## src/rtl/fifo_rd_pkg.sv

```systemverilog
// Shared widths, skid-buffer depth and the buffer-level helper for the FIFO stream reader.
package fifo_rd_pkg;

    localparam int unsigned DATA_WIDTH_DEF = 36;
    localparam int unsigned CNT_WIDTH_DEF  = 16;
    localparam int unsigned SKID_DEPTH     = 2;
    localparam int unsigned OCC_WIDTH      = $clog2(SKID_DEPTH + 1);
    localparam int unsigned LVL_WIDTH      = OCC_WIDTH + 1;

    // Buffer occupancy at the next edge: held words plus the arriving word minus the departing one.
    function automatic logic [LVL_WIDTH-1:0] next_level(
        input logic [OCC_WIDTH-1:0] occ,
        input logic                 inflight,
        input logic                 pop
    );
        return LVL_WIDTH'(occ) + LVL_WIDTH'(inflight) - LVL_WIDTH'(pop);
    endfunction

endpackage

```

## src/rtl/skid_buf2.sv

```systemverilog
// Two-entry in-order skid buffer; entry 0 is always the oldest word.
module skid_buf2 import fifo_rd_pkg::*; #(
    parameter int unsigned DW = DATA_WIDTH_DEF
) (
    input  logic                 clk_i,
    input  logic                 rst_ni,
    input  logic                 push_i,
    input  logic [DW-1:0]        push_data_i,
    input  logic                 pop_i,
    output logic                 valid_o,
    output logic [DW-1:0]        data_o,
    output logic [OCC_WIDTH-1:0] occ_o
);

    logic [DW-1:0]        mem_q [SKID_DEPTH];
    logic [DW-1:0]        mem_d [SKID_DEPTH];
    logic [OCC_WIDTH-1:0] occ_q;
    logic [OCC_WIDTH-1:0] occ_d;
    logic                 pop_ok;
    logic [OCC_WIDTH-1:0] occ_rem;

    // Pop shifts the queue forward first, so a same-cycle push lands behind the survivors.
    always_comb begin
        mem_d   = mem_q;
        occ_d   = occ_q;
        pop_ok  = pop_i && (occ_q != '0);
        occ_rem = occ_q - OCC_WIDTH'(pop_ok);
        if (pop_ok) begin
            for (int unsigned i = 0; i < SKID_DEPTH - 1; i++) begin
                mem_d[i] = mem_q[i + 1];
            end
        end
        if (push_i && (occ_rem < OCC_WIDTH'(SKID_DEPTH))) begin
            for (int unsigned i = 0; i < SKID_DEPTH; i++) begin
                if (OCC_WIDTH'(i) == occ_rem) begin
                    mem_d[i] = push_data_i;
                end
            end
            occ_d = occ_rem + OCC_WIDTH'(1);
        end else begin
            occ_d = occ_rem;
        end
    end

    always_ff @(posedge clk_i or negedge rst_ni) begin
        if (!rst_ni) begin
            for (int unsigned i = 0; i < SKID_DEPTH; i++) begin
                mem_q[i] <= '0;
            end
            occ_q <= '0;
        end else begin
            mem_q <= mem_d;
            occ_q <= occ_d;
        end
    end

    assign valid_o = (occ_q != '0);
    assign data_o  = mem_q[0];
    assign occ_o   = occ_q;

endmodule

```

## src/rtl/fifo_stream_reader.sv

```systemverilog
// Pulls words from a FIFO with one-cycle read latency and presents them as a valid/ready stream.
module fifo_stream_reader import fifo_rd_pkg::*; #(
    parameter int unsigned DATA_WIDTH = DATA_WIDTH_DEF,
    parameter int unsigned CNT_WIDTH  = CNT_WIDTH_DEF
) (
    input  logic                  clock0,
    input  logic                  rst_ptr_n,
    input  logic                  en,
    input  logic                  EMPTY,
    input  logic                  EPO,
    input  logic                  UNDERRUN,
    input  logic [DATA_WIDTH-1:0] fifo_dout,
    output logic                  re,
    output logic                  m_valid,
    output logic [DATA_WIDTH-1:0] m_data,
    input  logic                  m_ready,
    output logic [CNT_WIDTH-1:0]  words_out,
    output logic                  err_underrun
);

    logic                 inflight_q, inflight_d;
    logic                 empty_q, empty_d;
    logic                 err_q, err_d;
    logic [CNT_WIDTH-1:0] words_q, words_d;
    logic                 pop;
    logic [OCC_WIDTH-1:0] occ;
    logic [LVL_WIDTH-1:0] level;

    skid_buf2 #(
        .DW (DATA_WIDTH)
    ) u_skid (
        .clk_i       (clock0),
        .rst_ni      (rst_ptr_n),
        .push_i      (inflight_q),
        .push_data_i (fifo_dout),
        .pop_i       (pop),
        .valid_o     (m_valid),
        .data_o      (m_data),
        .occ_o       (occ)
    );

    assign pop   = m_valid & m_ready;
    assign level = next_level(occ, inflight_q, pop);

    // EPO with a read in flight means the FIFO flags have not yet seen that read: it is really empty.
    always_comb begin
        re = rst_ptr_n & en & ~EMPTY & ~(inflight_q & EPO)
           & (level < LVL_WIDTH'(SKID_DEPTH));
    end

    always_comb begin
        inflight_d = re;
        empty_d    = EMPTY;
        err_d      = err_q | UNDERRUN | (inflight_q & empty_q);
        words_d    = words_q;
        if (pop) begin
            words_d = words_q + CNT_WIDTH'(1);
        end
    end

    always_ff @(posedge clock0 or negedge rst_ptr_n) begin
        if (!rst_ptr_n) begin
            inflight_q <= 1'b0;
            empty_q    <= 1'b0;
            err_q      <= 1'b0;
            words_q    <= '0;
        end else begin
            inflight_q <= inflight_d;
            empty_q    <= empty_d;
            err_q      <= err_d;
            words_q    <= words_d;
        end
    end

    assign words_out    = words_q;
    assign err_underrun = err_q;

endmodule
```

## config.mk

```make
export PLATFORM = sky130hd
export DESIGN_NAME = fifo_stream_reader
export DESIGN_NICKNAME = d
export VERILOG_FILES = /design/src/rtl/fifo_rd_pkg.sv /design/src/rtl/skid_buf2.sv /design/src/rtl/fifo_stream_reader.sv
export SDC_FILE = /design/constraint.sdc
export NUM_CORES = 1
export LEC_CHECK = 0
export ABC_CLOCK_PERIOD_IN_PS = 5600
export CAP_MARGIN = 40
export CELL_PAD_IN_SITES_DETAIL_PLACEMENT = 1
export CELL_PAD_IN_SITES_GLOBAL_PLACEMENT = 1
export CORE_MARGIN = 4
export CORE_UTILIZATION = 49
export CTS_CLUSTER_SIZE = 10
export DETAILED_ROUTE_END_ITERATION = 7
export DONT_BUFFER_PORTS = 1
export PLACE_DENSITY = 0.76
export SYNTH_ARGS = -nofsm -noshare
export SYNTH_HDL_FRONTEND = slang
export SYNTH_HIERARCHICAL = 1
export SYNTH_SLANG_ARGS = --single-unit
```

## constraint.sdc

```tcl
create_clock -name clock0 -period 5.6 [get_ports clock0]
set_input_delay 0.84 -clock clock0 [delete_from_list [all_inputs] [get_ports clock0]]
set_output_delay 0.84 -clock clock0 [all_outputs]
set_load 0.05 [all_outputs]
```

==> reports/qor.yml <==
viasPerCell: 5.76
multiInputGateArea_sq_um: 1670
routedWlPerCell_um: 20.5
hold_buffers: 0
leakage_uw: 0.00216
maxSlewHeadroom: 0.563
fp.dieArea_sq_um: 10500
status: "completed"
reg2reg_from: "u_skid/occ_o[1]$_DFF_PN0_"
crit_type: "flop to output pin"
yosys_warnings: 6
nNetsFinal: 368
slew_violations: 0
synth.avg_cell_area_sq_um: 12.2
met2_wirelength_mm: 4.53
io-pin-count: 98
final_util: 0.504
cts.sinks: 93
drive_above_1_share: 0.217
required_ps: 4760
cts_tree: "built"
place_congestion: 0.733
drtIter0Drc: 37
num_rows: 34
diodes: 0
ys_seq_elements: 93
seqCellArea_sq_um: 2330
chipWidth_um: 103
post_cts_buffers: 0
yosysMostFrequentCell: "dfrtp_1"
fin_cells: 435
dp.cells: 419
drc: 0
p_per_area_nw_per_um2: 597
clock_skew_ps: 10.8
maxCapViolations: 0
wirelength_met1_mm: 3.55
fin_crit_sh: 0.742
yosysTopAreaCellShare: 0.530
postLayoutCellArea_sq_um: 4400
hpwlAfterDp_mm: 5.86
synth_commonest_cells: "dfrtp_1 (93), buf_4 (40), a21oi_1 (37), mux2_2 (37), nor3_1 (37)"
grt_pass1_vias: 2798
cp.arrival_ps: 3320
start_kind: "flop"
fp.dieH_um: 103
placed_area_sq_um: 4230
cts_root_buf: "clkbuf_8"
dr.pass1.iters: 4
clk_latency_ps: 340
async_reset_ff_frac: 1.00
highest_layer: "met4"
clockBufferDepth: 2
clk_pin_slew_ps: 90
grtUsageTotal: 0.175
initial_core_util: 0.504
hold_viol: 0
dr_wl_met3_um: 716
fin_ws_ps: 1440
end_kind: "output pin"
coreArea_sq_um: 8720
crit_start: "u_skid/occ_o[1]$_DFF_PN0_"
globalRouteOverflowTotal: 0
syn_nets: 407
final-setup-viol-count: 0
yosys_most_used_dff: "dfrtp_1"
setup_total_negative_slack_ps: 0
vdd_drop_max_mv: 0.351
grt_max_degree: 95
pre_cts_slack_ps: 1810
synth-edff-count: 0
fillers: 913
rsz0062_at_grt: "false"
crit_fanout: 9
drt_wl_total_mm: 8.90
min_path_type: "input pin to asynchronous set/reset pin"
portBuffers: 0
vias: 2507
syn_area_sq_um: 4390
yosys.area.top_type: "dfrtp_1"
cts_resized: 0
cts-buffers-inserted: 9
htreeDepth: 3
syn_inst: 361
period_minus_slack_ps: 4160
grt_pass1_wl_mm: 14.3
ant_nets: 0
max_freq_ghz: 0.241
synth.area.top_cells: "dfrtp_1 (53%), mux2_2 (9.5%), mux2i_1 (8.2%)"
antenna_found_initial: 0
ys_seq_area_frac: 0.530
worst_pin_slew_ps: 656
syn_to_final_growth_pct: 0.114
post_synth_num_cell_types: 38
-- layer usage --
| metal | vias to the layer above | GRT usage |
|---|---|---|
| met5 | - | 0 |
| met4 | 0 | 0.0575 |
| met3 | 10 | 0.0609 |
| met2 | 64 | 0.302 |
| met1 | 1284 | 0.204 |
| li1 | 1149 | - |
-- critical path, cell delays in order, from the launching register on --
cell	delay, ps
dfrtp_1	510
or2_2	500
nand2_4	170
inv_1	180
ha_1	330
nand2b_1	160
fa_1	380
xor2_1	190
a211oi_2	290
buf_4	250
-- placed cells by master, fill, tap and decap left out, types with 2 or more instances in the layout --
| cell | instances |
|---|---|
| dfrtp_1 | 93 |
| nor3_1 | 37 |
| mux2_2 | 37 |
| a21oi_1 | 37 |
| mux2i_1 | 36 |
| xnor2_1 | 9 |
| clkbuf_8 | 9 |
| xor2_1 | 7 |
| nand3_1 | 7 |
| inv_1 | 6 |
| nor2_1 | 4 |
| nand4_1 | 3 |
| buf_4 | 3 |
| o21ai_0 | 3 |
| nand4b_1 | 2 |
| ha_1 | 2 |
| clkinv_4 | 2 |
| clkbuf_1 | 2 |
| clkinvlp_4 | 2 |
| nand2b_4 | 2 |
| o21ai_4 | 2 |
| buf_16 | 2 |
-- power breakdown --
| part | internal, uW | switching (uW) | leakage, uW |
|---|---|---|---|
| registers | 933 | 653 | 0.00119 |
| logic | 332 | 313 | 0.000887 |
| clock network | 163 | 231 | 0.0000795 |
| total | 1430 | 1200 | 0.00216 |
-- layout make-up --
cell class | instances | area share
clock inverter | 5 | 0.00854
clock buffer | 11 | 0.0299
tap | 108 | 0.0307
multi-input combinational | 207 | 0.379
timing repair buffer | 5 | 0.0176
inverter | 6 | 0.00512
sequential | 93 | 0.529
-- final timing paths --
| kind | depth (start not counted) | slack (ps) | end |
|---|---|---|---|
| min reg2reg | 1 | 510 | err_underrun$_DFF_PN0_ |
| max in group asynchronous | 0 | 5280 | u_skid/data_o[29]$_DFF_PN0_ |
| min | 0 | 180 | u_skid/mem_q[23]$_DFFE_PN0P_ |
| max | 9 | 1440 | re |
| max reg2reg | 8 | 2780 | inflight_q$_DFF_PN0_ |
| min in group clock0 | 1 | 510 | err_underrun$_DFF_PN0_ |
-- through the flow --
step | power (uW) | hold slack, ps
3_3_place_gp | 2180 | 443
4_1_cts | 2660 | 150
6_report | 2630 | 176
2_1_floorplan | 2230 | 439
5_1_grt | 2790 | 138
3_5_place_dp | 2260 | 484
-- state kept, by name (all words and copies together) (netlist names) --
name	flops
words_out	16
u_skid/mem_q	36
empty_q	1
err_underrun	1
inflight_q	1
u_skid/occ_o	2
u_skid/data_o	36
-- logic make-up (layout without fill, tap and decap cells) --
kind of cell | Yosys count | in the layout | synth area share
buffers and inverters | 61 | 27 | 0.0969
xor gates and xnor gates | 16 | 16 | 0.0319
DFF | 93 | 93 | 0.530
AOI/OAI and AO/OA | 45 | 45 | 0.0558
muxes | 73 | 73 | 0.177
adders and majority gates | 3 | 3 | 0.0103
and+or+nand+nor | 70 | 70 | 0.0983
No activity file was read; power rests on OpenSTA's default activity.
